[src/rtl/mmu_pkg.sv]
// Shared types and reset-map constants for the region translator.
// Descriptor base width is fixed at MMU_ADDR_W; the translator's ADDR_W must match it.
package mmu_pkg;

  localparam int MMU_ADDR_W = 16;

  localparam logic [MMU_ADDR_W-1:0] RST_DATA_BASE  = 16'h2000;
  localparam logic [MMU_ADDR_W-1:0] RST_STACK_BASE = 16'h3FFC;
  localparam logic [MMU_ADDR_W-1:0] RST_MMIO_BASE  = 16'h7F00;

  typedef struct packed {
    logic [MMU_ADDR_W-1:0] base;
    logic                  down;
    logic                  en;
    logic                  ro;
  } region_desc_t;

  // Power-up descriptor for a given region index: data, stack, MMIO, then disabled.
  function automatic region_desc_t rst_desc(input int idx);
    region_desc_t d;
    d = '0;
    case (idx)
      0: begin d.base = RST_DATA_BASE;  d.en = 1'b1; end
      1: begin d.base = RST_STACK_BASE; d.en = 1'b1; d.down = 1'b1; end
      2: begin d.base = RST_MMIO_BASE;  d.en = 1'b1; end
      default: d = '0;
    endcase
    return d;
  endfunction

endpackage

[src/rtl/mmu_region_match.sv]
// Combinational hit test and offset computation for a single window descriptor.
// Differences use one extra bit so the borrow flags addresses outside the window.
module mmu_region_match
  import mmu_pkg::*;
#(
  parameter int ADDR_W     = 16,
  parameter int BLOCK_SIZE = 32
) (
  input  logic [ADDR_W-1:0] addr,
  input  region_desc_t      desc,
  output logic              hit,
  output logic [ADDR_W-1:0] phys
);

  logic [ADDR_W:0] diff;
  logic            unused_ro;

  assign unused_ro = desc.ro;

  always_comb begin
    if (desc.down) begin
      diff = {1'b0, desc.base} - {1'b0, addr};
    end else begin
      diff = {1'b0, addr} - {1'b0, desc.base};
    end
    // A set top bit means the subtraction borrowed: the address lies on the wrong side of base.
    hit  = desc.en && !diff[ADDR_W] && (diff < (ADDR_W+1)'(BLOCK_SIZE));
    phys = diff[ADDR_W-1:0];
  end

endmodule

[src/rtl/mmu_region_translator.sv]
// Pipelined virtual-to-(region, offset) translator with programmable windows and sticky fault capture.
// Optional write protection is compiled in with MMU_WRITE_PROTECT_EN.
module mmu_region_translator
  import mmu_pkg::*;
#(
  parameter int ADDR_W      = 16,
  parameter int NUM_REGIONS = 4,
  parameter int BLOCK_SIZE  = 32,
  parameter int IDX_W       = $clog2(NUM_REGIONS)
) (
  input  logic              clk,
  input  logic              reset,
  input  logic              cfg_we,
  input  logic [IDX_W-1:0]  cfg_idx,
  input  logic [ADDR_W-1:0] cfg_base,
  input  logic              cfg_down,
  input  logic              cfg_en,
  input  logic              cfg_ro,
  input  logic              req_valid,
  output logic              req_ready,
  input  logic [ADDR_W-1:0] req_addr,
  input  logic              req_write,
  output logic              rsp_valid,
  input  logic              rsp_ready,
  output logic [IDX_W-1:0]  rsp_region,
  output logic [ADDR_W-1:0] rsp_phys,
  output logic              rsp_fault,
  output logic              fault_flag,
  output logic [ADDR_W-1:0] fault_addr,
  input  logic              fault_clear
);

  logic [NUM_REGIONS-1:0]             hit;
  logic [NUM_REGIONS-1:0]             ro_all;
  logic [NUM_REGIONS-1:0][ADDR_W-1:0] phys_all;

  logic              sel_hit;
  logic              sel_ro;
  logic [IDX_W-1:0]  sel_idx;
  logic [ADDR_W-1:0] sel_phys;
  logic              sel_fault;
  logic              accept;

  genvar gi;
  generate
    for (gi = 0; gi < NUM_REGIONS; gi++) begin : g_region
      region_desc_t desc_reg;

      always_ff @(posedge clk or posedge reset) begin
        if (reset) begin
          desc_reg <= rst_desc(gi);
        end else if (cfg_we && cfg_idx == IDX_W'(gi)) begin
          desc_reg.base <= cfg_base;
          desc_reg.down <= cfg_down;
          desc_reg.en   <= cfg_en;
`ifdef MMU_WRITE_PROTECT_EN
          desc_reg.ro   <= cfg_ro;
`else
          desc_reg.ro   <= 1'b0;
`endif
        end
      end

      assign ro_all[gi] = desc_reg.ro;

      mmu_region_match #(
        .ADDR_W     (ADDR_W),
        .BLOCK_SIZE (BLOCK_SIZE)
      ) u_match (
        .addr (req_addr),
        .desc (desc_reg),
        .hit  (hit[gi]),
        .phys (phys_all[gi])
      );
    end
  endgenerate

  // Scan from the top down so the lowest matching index is the last one assigned.
  always_comb begin
    sel_hit  = 1'b0;
    sel_ro   = 1'b0;
    sel_idx  = '0;
    sel_phys = '0;
    for (int i = NUM_REGIONS - 1; i >= 0; i--) begin
      if (hit[i]) begin
        sel_hit  = 1'b1;
        sel_ro   = ro_all[i];
        sel_idx  = IDX_W'(i);
        sel_phys = phys_all[i];
      end
    end
  end

`ifdef MMU_WRITE_PROTECT_EN
  assign sel_fault = !sel_hit || (req_write && sel_ro);
`else
  logic unused_wp;
  assign unused_wp = &{1'b0, cfg_ro, req_write, sel_ro};
  assign sel_fault = !sel_hit;
`endif

  assign req_ready = !rsp_valid || rsp_ready;
  assign accept    = req_valid && req_ready;

  always_ff @(posedge clk or posedge reset) begin
    if (reset) begin
      rsp_valid  <= 1'b0;
      rsp_region <= '0;
      rsp_phys   <= '0;
      rsp_fault  <= 1'b0;
    end else if (accept) begin
      rsp_valid  <= 1'b1;
      rsp_region <= sel_idx;
      rsp_phys   <= sel_phys;
      rsp_fault  <= sel_fault;
    end else if (rsp_ready) begin
      rsp_valid  <= 1'b0;
    end
  end

  // A new fault outranks a simultaneous clear and then records its own address.
  always_ff @(posedge clk or posedge reset) begin
    if (reset) begin
      fault_flag <= 1'b0;
      fault_addr <= '0;
    end else if (accept && sel_fault) begin
      fault_flag <= 1'b1;
      if (!fault_flag || fault_clear) begin
        fault_addr <= req_addr;
      end
    end else if (fault_clear) begin
      fault_flag <= 1'b0;
    end
  end

endmodule

[config.mk]
export PLATFORM = sky130hd
export DESIGN_NAME = mmu_region_translator
export DESIGN_NICKNAME = d
export VERILOG_FILES = /design/src/rtl/mmu_pkg.sv /design/src/rtl/mmu_region_match.sv /design/src/rtl/mmu_region_translator.sv
export SDC_FILE = /design/constraint.sdc
export NUM_CORES = 1
export LEC_CHECK = 0
export ABC_AREA = 1
export BUFFER_PORTS_ARGS = -buffer_cell sky130_fd_sc_hd__buf_4
export CAP_MARGIN = 15
export CORE_AREA = 2 2 191 193
export DETAILED_ROUTE_END_ITERATION = 7
export DIE_AREA = 0 0 193 195
export GPL_ROUTABILITY_DRIVEN = 0
export HOLD_SLACK_MARGIN = 0.12
export PLACE_DENSITY = 0.6
export SKIP_CTS_REPAIR_TIMING = 1
export SYNTH_ARGS = -nofsm -noshare
export SYNTH_HDL_FRONTEND = slang
export SYNTH_SLANG_ARGS = --single-unit
[constraint.sdc]
create_clock -name clk -period 9.07 [get_ports clk]
set_input_delay 0.907 -clock clk [delete_from_list [all_inputs] [get_ports clk]]
set_output_delay 0.907 -clock clk [all_outputs]
set_load 0.005 [all_outputs]
==> reports/results.ini, run 1 <==
[setup_path]
crit_fanout=17
path_cells=buf_4, inv_1, ha_1, nand2_2, inv_1, nand2_1, nor2_1, nand2_1, nand2_1, nand2_1, nand2_1, nand2_1, nand3_2, nor2_4, nand3_2, o21ai_4, nor2_8, nand2_8, nand2_1, nand2_1
cp-startpoint=req_addr[10]
endpoint_kind=flop
r2r_slack_ns=5.83
crit_type=input pin to flop
reg2reg_depth=21
critPathBufInv=3
reg2reg_to=fault_addr[13]
crit_required_ns=9.34
arrival_ns=4.04
max_stage_delay_ns=0.54
crit_top_cell=nand2_1
setup.worst_path.start_class=input pin
crit_path_top_delay_cell=ha_1
cp_top_family=simple AND/OR/NAND/NOR gates
r2r-start=g_region[3].desc_reg[3]

[clocking]
numCtsBuffers=9
clk_latency_ns=0.38
clock-sinks=109
htree_num_levels=3
tritoncts=done
clockBufferDepth=2
clock-root-buffer=clkbuf_16
path_clk_slew_ns=0.08

[floorplanning]
die_w_um=193
rows=69
start_util_pct=34.7
io_pins=82
core_mm2=0.0354
die-area_mm2=0.0376
die_h_um=195

[run_status]
status=finished, final reports clean

[pwr]
powerDensity_mw_per_mm2=169
cellLeakagePower_nw=7.64
irDropWorstVdd_mv=0.0947
total_power_mw=2.30

[drt]
first_pass_iters=7
drt-initial-drc-count=1032
finalWirelength_mm=43.2
antenna_left=0
wl_per_cell_um=17.0
dr_total_vias=12828
post_drt_via_cell_ratio=5.05
drc_errors=0

[layout]
seq_area_mm2=0.00276
drive_gt1_share_pct=10.4
nets=2253
post-route-util_pct=38.4
area.growth.synth_to_final_pct=10.6
fillCellCount=3931
largest_reg_flops=72
multiInputGateArea_mm2=0.00805
diodes=0

[sta]
hold_viol=0
worst_slack_ns=5.30
fin_tns_setup_ns=0
max-slew-margin-rel_pct=49.8
clock_skew_ns=0.0175
rsz0062_at_grt=no
min_period_ns=3.77
worst_pin_slew_ns=0.753
slew_viol_final=0
finalSetupViolations=0
post-route-period-util_pct=41.6
holdWs_ns=0.488
fmax_ghz=0.265

[synth]
synthTopCellsByArea=nand2_1 (23%), dfrtp_1 (17%), ha_1 (13%)
synth-edff-count=0
yosysUniqueCellTypes=42
mappedNetlistArea_mm2=0.0123
avgSynthCellArea_um2=6.10
synth-main-ff-cell=dfrtp_1
synth_top_cell_by_area=nand2_1
yosys_warnings=0
synthesis.nets=2193
postSynthCellCount=2013
async_flop_share_pct=100
ys_ff_latch=109
yosys.area.top_type_share_pct=22.8
synth-seq-area-share_pct=22.4

[min_path]
hold_end=fault_addr[15]
hold_depth=2
hold_start=fault_addr[15]
hp-class=flop to flop

[placed_design]
place_hpwl_mm=34.5
numPortBuffers=79
post-place-ws_ns=4.91

[global_route]
grt.overflow.total=0
grt_use_total_pct=23.3
grt_first_pass_wirelength_mm=67.0
antenna_found_initial=0
grt_pass1_vias=12177
grt_start_max_net_pins=58

[flow_run]
max_cap_violations=0

cells by family after synthesis:
family / after synthesis / synth area share (%)
AOI/OAI and AO/OA: 222 / 9.33
xor gates and xnor gates: 11 / 0.784
adders and majority gates: 136 / 14.3
buffers and inverters: 379 / 12.1
DFF: 109 / 22.4
muxes: 6 / 0.489
and+or+nand+nor: 1150 / 40.5
synth_stat cells (3+ instances only):
master,n
and2_1,3
fa_1,8
nand2_1,747
o21bai_1,5
inv_2,13
nand3_1,170
nor2_2,11
o21ai_0,112
dfrtp_1,85
nand3b_1,18
clkbuf_1,14
nand2_2,39
o21ai_1,3
a21oi_1,97
buf_4,5
ha_1,128
xnor2_1,6
nand4_1,26
nand3_2,8
nor2_1,110
nor3_2,6
inv_1,327
mux2i_1,6
xor2_1,5
buf_2,16
dfstp_2,24
nor2_4,3
through the flow:
step,area [um2],instances
floorplan,12300,2013
global placement,13300,2523
detailed placement,13300,2523
CTS,13600,2539
global route,13600,2539
finish,13600,2539
layout make-up:
cell class | count | share of cell area [%]
Timing Repair Buffer | 86 | 4.75
Multi-Input combinational cell | 1525 | 59.2
Clock buffer | 9 | 1.66
Inverter | 342 | 9.46
Sequential cell | 109 | 20.3
Tap cell | 461 | 4.24
Clock inverter | 7 | 0.423
cells in the final DEF (no fill, tap or decap), types with 6 or more instances in the layout:
cell type  instances
dfstp_2           24
ha_1             128
nor3_2             6
nand4_1           26
nor2_1           110
fa_1               8
nand2_1          747
nand2_2           39
inv_1            326
o21ai_0          112
nand3_2            8
nand3_1          170
nor2_2            11
clkbuf_16          9
buf_4             86
inv_2             13
dfrtp_1           85
nand3b_1          18
mux2i_1            6
xnor2_1            6
a21oi_1           97
metal layers:
| layer | routed length, um | vias up | part of all wire, % | GRT usage, % |
|---|---|---|---|---|
| li1 | - | 6391 | - | - |
| met1 | 19000 | 6005 | 44 | 30.3 |
| met2 | 20500 | 354 | 48 | 39.7 |
| met3 | 2130 | 78 | 4.9 | 2.25 |
| met4 | 1550 | 0 | 3.6 | 8.87 |
| met5 | 0 | - | 0 | 0 |
worst max-delay path by stage:
stage                endpoint  slack (ns)  cells after the start
2_1_floorplan   fault_addr[0]        5.33                      1
3_3_place_gp    fault_addr[8]        4.91                     21
3_5_place_dp   fault_addr[11]        4.91                     21
4_1_cts        fault_addr[12]        5.29                     21
5_1_grt        fault_addr[12]        5.02                     19
6_report       fault_addr[13]        5.30                     20
power breakdown:
part           leakage [nW]  internal, mW  switching, mW
clock                 0.140         0.192          0.215
combinational          6.17         0.425          0.831
sequential             1.33         0.567         0.0732
tightest hold or removal path: cells and delay by family (launching register included):
family,cells,cell delay [ns]
and+or+nand+nor,2,0.11
DFF,1,0.36
Note: power is estimated with default switching activity, not from simulation.
==> run 2: changes to the inputs <==
==> constraint.sdc (replaced) <==
create_clock -name clk -period 3.95 [get_ports clk]
set_input_delay 0.395 -clock clk [delete_from_list [all_inputs] [get_ports clk]]
set_output_delay 0.395 -clock clk [all_outputs]
set_load 0.005 [all_outputs]
==> run 2 against run 1 <==
Utilization rose by 0.18 points. Flip-flop and latch count did not move. Final area rose by 0.46%. Cell count rose by 0.28%. First-iteration DRC count rose by 10%. Clock skew fell by 0.0052 ns. Global-route usage rose by 0.31 points. Clock power rose by 130%. Via count rose by 0.20%. Combinational power rose by 130%. Die area did not move. Non-clock buffer count rose by 6. Largest cell class unchanged. Highest routed layer unchanged.
==> reports/results.ini, run 2 (synthesis results as in run 1) <==
[run_status]
status=finished, final reports clean  ; unchanged

[floorplanning]
die-area_mm2=0.0376  ; unchanged
die_w_um=193  ; unchanged
io_pins=82  ; unchanged
start_util_pct=34.7  ; unchanged
core_mm2=0.0354  ; unchanged
die_h_um=195  ; unchanged
rows=69  ; unchanged

[sta]
clock_skew_ns=0.0123  ; was 0.0175 ns
rsz0062_at_grt=no  ; unchanged
post-route-period-util_pct=81.4
fmax_ghz=0.311
max-slew-margin-rel_pct=37.5  ; was 49.8%
fin_tns_setup_ns=0  ; unchanged
slew_viol_final=0  ; unchanged
min_period_ns=3.22
hold_viol=0  ; unchanged
worst_pin_slew_ns=0.938  ; was 0.753 ns
finalSetupViolations=0  ; unchanged

[flow_run]
max_cap_violations=0  ; unchanged

[pwr]
total_power_mw=5.31  ; was 2.30 mW
cellLeakagePower_nw=7.67  ; was 7.64 nW
powerDensity_mw_per_mm2=389  ; was 169 mW/mm2
irDropWorstVdd_mv=0.228  ; was 0.0947 mV

[clocking]
clk_latency_ns=0.38  ; about the same
clock-root-buffer=clkbuf_16  ; unchanged
path_clk_slew_ns=0.08  ; about the same
clock-sinks=109  ; unchanged
tritoncts=done  ; unchanged
clockBufferDepth=2  ; unchanged
numCtsBuffers=9  ; unchanged
htree_num_levels=3  ; unchanged

[setup_path]
setup.worst_path.start_class=flop  ; was input pin
crit_path_top_delay_cell=dfrtp_1  ; was ha_1
max_stage_delay_ns=0.81  ; was 0.54 ns
crit_type=flop to flop  ; was input pin to flop
endpoint_kind=flop  ; unchanged
crit_fanout=18  ; was 17
arrival_ns=3.48  ; was 4.04 ns
crit_top_cell=nand3_1  ; was nand2_1
crit_required_ns=4.21  ; was 9.34 ns
reg2reg_depth=13  ; was 21
path_cells=inv_1, nand3_1, nand3_1, nand3b_1, nand2_1, nand3_1, nor2_1, nand2_4, nand3_4, nor2_8, nand2_8, nand2_2, nand2_2  ; was buf_4, inv_1, ha_1, nand2_2, inv_1, nand2_1, nor2_1, nand2_1, nand2_1, nand2_1, nand2_1, nand2_1, nand3_2, nor2_4, nand3_2, o21ai_4, nor2_8, nand2_8, nand2_1, nand2_1

[placed_design]
place_hpwl_mm=34.8  ; was 34.5 mm
numPlacedInstances=2529  ; was 2523
numPortBuffers=79  ; unchanged
placed_area_mm2=0.0134  ; was 0.0133 mm2

[drt]
post_drt_via_cell_ratio=5.05  ; about the same
antenna_left=0  ; unchanged
drt-initial-drc-count=1136  ; was 1032
drc_errors=0  ; unchanged
first_pass_iters=5  ; was 7
wl_per_cell_um=17.2  ; was 17.0 um
finalWirelength_mm=43.7  ; was 43.2 mm
dr_total_vias=12854  ; was 12828

[global_route]
grt_first_pass_wirelength_mm=67.8  ; was 67.0 mm
grt.overflow.total=0  ; unchanged
antenna_found_initial=0  ; unchanged
grt_start_max_net_pins=69  ; was 58
grt_use_total_pct=23.6  ; was 23.3%
grt_pass1_vias=12163  ; was 12177

[layout]
area.growth.synth_to_final_pct=11.1  ; was 10.6%
finalInstanceArea_mm2=0.0137  ; was 0.0136 mm2
fin_cells=2546  ; was 2539
drive_gt1_share_pct=10.6  ; was 10.4%
final_cell_mix=nand2_1 (747), inv_1 (326), nand3_1 (170), ha_1 (128), o21ai_0 (112)  ; unchanged
nets=2259  ; was 2253
post-route-util_pct=38.6  ; was 38.4%
final_common_cell=nand2_1  ; unchanged
fillCellCount=3855  ; was 3931
largest_reg_flops=72  ; unchanged

[min_path]
hp-class=input pin to async pin  ; was flop to flop

run 2: through the flow:
stage | hold WS, ns | setup slack [ns]
after global routing | 0.316 | 0.493
after floorplan | 0.465 | 0.721
after global placement | 0.466 | 0.420
final | 0.226 | 0.733
after detailed placement | 0.467 | 0.402
after CTS | 0.267 | 0.792
run 2: worst max-delay path: cells and delay by family, from the launching register on:
kind,cells,cell delay [ns]
buf+inv,1,0.49
simple gates,12,1.77
flops,1,0.81
run 2: report_power, final:
| part | leakage (nW) | internal [mW] | switching (mW) | total, mW |
|---|---|---|---|---|
| combinational | 6.20 | 0.984 | 1.92 | 2.91 |
| clock | 0.137 | 0.444 | 0.501 | 0.945 |
| sequential | 1.33 | 1.30 | 0.158 | 1.46 |
run 2: layer usage:
metal / share of wire (%) / up-vias / GRT usage (%)
met4: 5.0 / 0 / 12.0
li1: - / 6409 / -
met1: 43 / 5942 / 30.6
met3: 5.0 / 101 / 1.83
met5: 0 / - / 0
met2: 47 / 402 / 39.3
run 2: final cells by class:
type                    instances  area (um2)  share of cell area (%)
diodes                          1        2.50                  0.0183
clock buffers                  10         229                    1.68
clock inverters                 6        56.3                   0.412
inverters                     342        1290                    9.42
multi-input cells            1525        8050                    58.9
flip-flops and latches        109        2760                    20.2
well taps                     461         577                    4.22
repair buffers                 92         703                    5.15
run 2: final timing paths:
kind / to / from / slack, ns
max: fault_addr[0] / g_region[0].desc_reg[2] / 0.73
max reg2reg: fault_addr[0] / g_region[0].desc_reg[2] / 0.73
max in group asynchronous: g_region[1].desc_reg[12] / reset / 2.89
min: g_region[2].desc_reg[6] / reset / 0.23
min in group clk: rsp_valid / rsp_ready / 0.31
min reg2reg: fault_addr[12] / fault_addr[12] / 0.48
==> run 3: changes to the inputs <==
--- a/config.mk
+++ b/config.mk
@@ -5,15 +5,15 @@
 export SDC_FILE = /design/constraint.sdc
 export NUM_CORES = 1
 export LEC_CHECK = 0
-export ABC_AREA = 1
+export ABC_AREA = 0
 export BUFFER_PORTS_ARGS = -buffer_cell sky130_fd_sc_hd__buf_4
 export CAP_MARGIN = 15
-export CORE_AREA = 2 2 191 193
+export CORE_AREA = 2 2 180 182
 export DETAILED_ROUTE_END_ITERATION = 7
-export DIE_AREA = 0 0 193 195
+export DIE_AREA = 0 0 182 184
 export GPL_ROUTABILITY_DRIVEN = 0
 export HOLD_SLACK_MARGIN = 0.12
-export PLACE_DENSITY = 0.6
+export PLACE_DENSITY = 0.61
 export SKIP_CTS_REPAIR_TIMING = 1
 export SYNTH_ARGS = -nofsm -noshare
 export SYNTH_HDL_FRONTEND = slang
==> constraint.sdc (replaced) <==
create_clock -name clk -period 3 [get_ports clk]
set_input_delay 0.3 -clock clk [delete_from_list [all_inputs] [get_ports clk]]
set_output_delay 0.3 -clock clk [all_outputs]
set_load 0.005 [all_outputs]
==> run 3 against run 2 <==
The flow now finishes with violations (setup timing). Fmax fell by 7.6%. Sequential power rose by 34%. Non-clock buffer count grew 316. Combinational power is 79% higher. Synthesized area fell by 12%. Clock-buffer cell count grew 1.
==> reports/results.ini, run 3 <==
[run_status]
status=finished, violations left  ; was finished, final reports clean
violations=setup timing

[layout]
final_common_cell=buf_4  ; was nand2_1
drive_gt1_share_pct=39.3  ; was 10.6%
fillCellCount=3011  ; was 3855
diodes=0  ; was 1
final_cell_mix=buf_4 (395), ha_1 (116), inv_1 (94), a21oi_1 (89), nand2_1 (87)  ; was nand2_1 (747), inv_1 (326), nand3_1 (170), ha_1 (128), o21ai_0 (112)
post-route-util_pct=47.9  ; was 38.6%
largest_reg_flops=72  ; unchanged
seq_area_mm2=0.00276  ; about the same
multiInputGateArea_mm2=0.00792  ; was 0.00805 mm2
nets=1780  ; was 2259
area.growth.synth_to_final_pct=38.5  ; was 11.1%

[synth]
yosysUniqueCellTypes=91  ; was 42
yosys_warnings=0  ; unchanged
yosys.area.top_type_share_pct=19.6  ; was 22.8%
avgSynthCellArea_um2=8.78  ; was 6.10 um2
synth-edff-count=0  ; unchanged
yosys-top-cells-count=ha_1 (128), a21oi_1 (100), inv_1 (99)  ; was nand2_1 (747), inv_1 (327), nand3_1 (170)
mappedNetlistArea_mm2=0.0109  ; was 0.0123 mm2
synth_top_cell_by_area=dfrtp_1  ; was nand2_1
postSynthCellCount=1238  ; was 2013
synth-seq-area-share_pct=25.4  ; was 22.4%
async_flop_share_pct=100  ; unchanged
synth-main-ff-cell=dfrtp_1  ; unchanged
ys_ff_latch=109  ; unchanged
synthTopCellsByArea=dfrtp_1 (20%), ha_1 (15%), mux2_2 (6.8%)  ; was nand2_1 (23%), dfrtp_1 (17%), ha_1 (13%)
synthesis.nets=1418  ; was 2193
synth.most_common_cell=ha_1  ; was nand2_1

[setup_path]
crit_required_ns=3.26  ; was 4.21 ns
crit_type=flop to flop  ; unchanged
arrival_ns=3.74  ; was 3.48 ns
crit_fanout=8  ; was 18
r2r_slack_ns=-0.48  ; was 0.73 ns
endpoint_kind=flop  ; unchanged
setup.worst_path.start_class=flop  ; unchanged

[global_route]
grt_use_total_pct=22.2  ; was 23.6%
grt_first_pass_wirelength_mm=58.0  ; was 67.8 mm
antenna_found_initial=0  ; unchanged
grt.overflow.total=0  ; unchanged
grt_start_max_net_pins=49  ; was 69
grt_pass1_vias=10410  ; was 12163

[sta]
clock_skew_ns=0.0121  ; was 0.0123 ns
worst_slack_ns=-0.483  ; was 0.733 ns
finalSetupViolations=25  ; was 0
hold_viol=0  ; unchanged
post-route-period-util_pct=116  ; was 81.4%
min_period_ns=3.48  ; was 3.22 ns
fmax_ghz=0.287  ; was 0.311 GHz
fin_tns_setup_ns=-10.65  ; was 0 ns
slew_viol_final=0  ; unchanged
worst_pin_slew_ns=0.631  ; was 0.938 ns
rsz0062_at_grt=yes  ; was no
max-slew-margin-rel_pct=57.9  ; was 37.5%

[pwr]
irDropWorstVdd_mv=0.351  ; was 0.228 mV
powerDensity_mw_per_mm2=561  ; was 389 mW/mm2
cellLeakagePower_nw=7.06  ; was 7.67 nW

[drt]
antenna_left=0  ; unchanged
drc_errors=0  ; unchanged
post_drt_via_cell_ratio=5.46  ; was 5.05
dr_total_vias=10966  ; was 12854
first_pass_iters=5  ; unchanged
finalWirelength_mm=37.8  ; was 43.7 mm
wl_per_cell_um=18.8  ; was 17.2 um
drt-initial-drc-count=939  ; was 1136

[floorplanning]
core_mm2=0.0314  ; was 0.0354 mm2
die-area_mm2=0.0335  ; was 0.0376 mm2
die_h_um=184  ; was 195 um
io_pins=82  ; unchanged
start_util_pct=34.6  ; was 34.7%
die_w_um=182  ; was 193 um
rows=65  ; was 69

[clocking]
tritoncts=done  ; unchanged
clock-sinks=109  ; unchanged
path_clk_slew_ns=0.08  ; about the same
htree_num_levels=3  ; unchanged
clock-root-buffer=clkbuf_16  ; unchanged
clk_latency_ns=0.38  ; about the same
clockBufferDepth=2  ; unchanged
numCtsBuffers=9  ; unchanged

[placed_design]
numPortBuffers=79  ; unchanged
place_hpwl_mm=30.7  ; was 34.8 mm

[flow_run]
max_cap_violations=0  ; unchanged

[min_path]
hp-class=input pin to flop  ; was input pin to async pin

==> run 3: changes by cell type after synthesis, sizes merged, moves of 28 or more <==
cell | before | now
mux2 | 0 | 77
o21ai | 116 | 85
nand3 | 179 | 22
nand2 | 788 | 87
o211ai | 0 | 28
inv | 340 | 99
nor2 | 125 | 46
==> run 3: cells by family (layout without fill, tap and decap cells) <==
logic type / after synthesis / count (layout) / synth area share [%]
DFF: 109 / 109 / 25.4
muxes: 91 / 91 / 9.65
xor gates and xnor gates: 30 / 30 / 2.42
and+or+nand+nor: 323 / 323 / 16.1
adders and majority gates: 136 / 136 / 16.2
AOI/OAI and AO/OA: 391 / 391 / 24.2
buffers and inverters: 158 / 525 / 6.08
==> run 3: metal layers <==
| metal | up-vias | share of wire, % | GRT usage [%] | wire length, um |
|---|---|---|---|---|
| li1 | 5256 | - | - | - |
| met1 | 5225 | 47 | 31.7 | 17800 |
| met2 | 423 | 43 | 34.0 | 16300 |
| met3 | 62 | 7.4 | 4.34 | 2810 |
| met4 | 0 | 2.5 | 5.74 | 940 |
| met5 | - | 0 | 0 | 0 |
==> run 3: final timing paths <==
path / end / cells past startpoint / start
min: rsp_valid / 2 / req_valid
min in group asynchronous: rsp_region[0] / 3 / reset
max in group asynchronous: g_region[2].desc_reg[15] / 4 / reset
min reg2reg: rsp_phys[15] / 1 / rsp_phys[15]
max reg2reg: fault_addr[5] / 15 / g_region[0].desc_reg[11]
max: fault_addr[5] / 15 / g_region[0].desc_reg[11]
==> run 3: metrics by stage <==
| step | hold slack [ns] | cell area (um2) | setup slack (ns) | power (mW) | instances |
|---|---|---|---|---|---|
| 2_1_floorplan | 0.408 | 11000 | -0.264 | 4.74 | 1238 |
| 3_3_place_gp | 0.409 | 14300 | -0.740 | 6.70 | 1978 |
| 3_5_place_dp | 0.427 | 14300 | -0.750 | 6.78 | 1978 |
| 4_1_cts | 0.0165 | 14600 | -0.621 | 8.10 | 1994 |
| 5_1_grt | 0.155 | 15000 | -0.644 | 8.98 | 2007 |
| 6_report | 0.141 | 15000 | -0.483 | 8.44 | 2007 |
==> run 3: where the power goes <==
| part | leakage, nW | internal, mW | switching (mW) |
|---|---|---|---|
| registers | 1.29 | 1.75 | 0.202 |
| logic | 5.62 | 2.54 | 2.67 |
| clock network | 0.142 | 0.674 | 0.610 |
| total | 7.06 | 4.96 | 3.48 |
==> run 3: worst max-delay path, cell delays in order, from the launching register on <==
cell and delay (ns):
dfrtp_1 0.39, ha_1 0.34, buf_4 0.18, a21oi_1 0.20
o21ai_1 0.15, buf_4 0.17, nor4b_4 0.31, buf_4 0.17
o31ai_1 0.08, o21ai_2 0.10, nor4_4 0.06, o2111a_2 0.16
nand2b_4 0.16, nor4_4 0.38, buf_6 0.22, mux2_4 0.31
==> run 3: final cells by class <==
type                    count  share of cell area (%)
flip-flops and latches    109                    18.3
inverters                 101                    2.57
multi-input cells         971                    52.6
well taps                 402                    3.34
repair buffers            408                    21.1
clock buffers              11                    1.61
clock inverters             5                   0.391
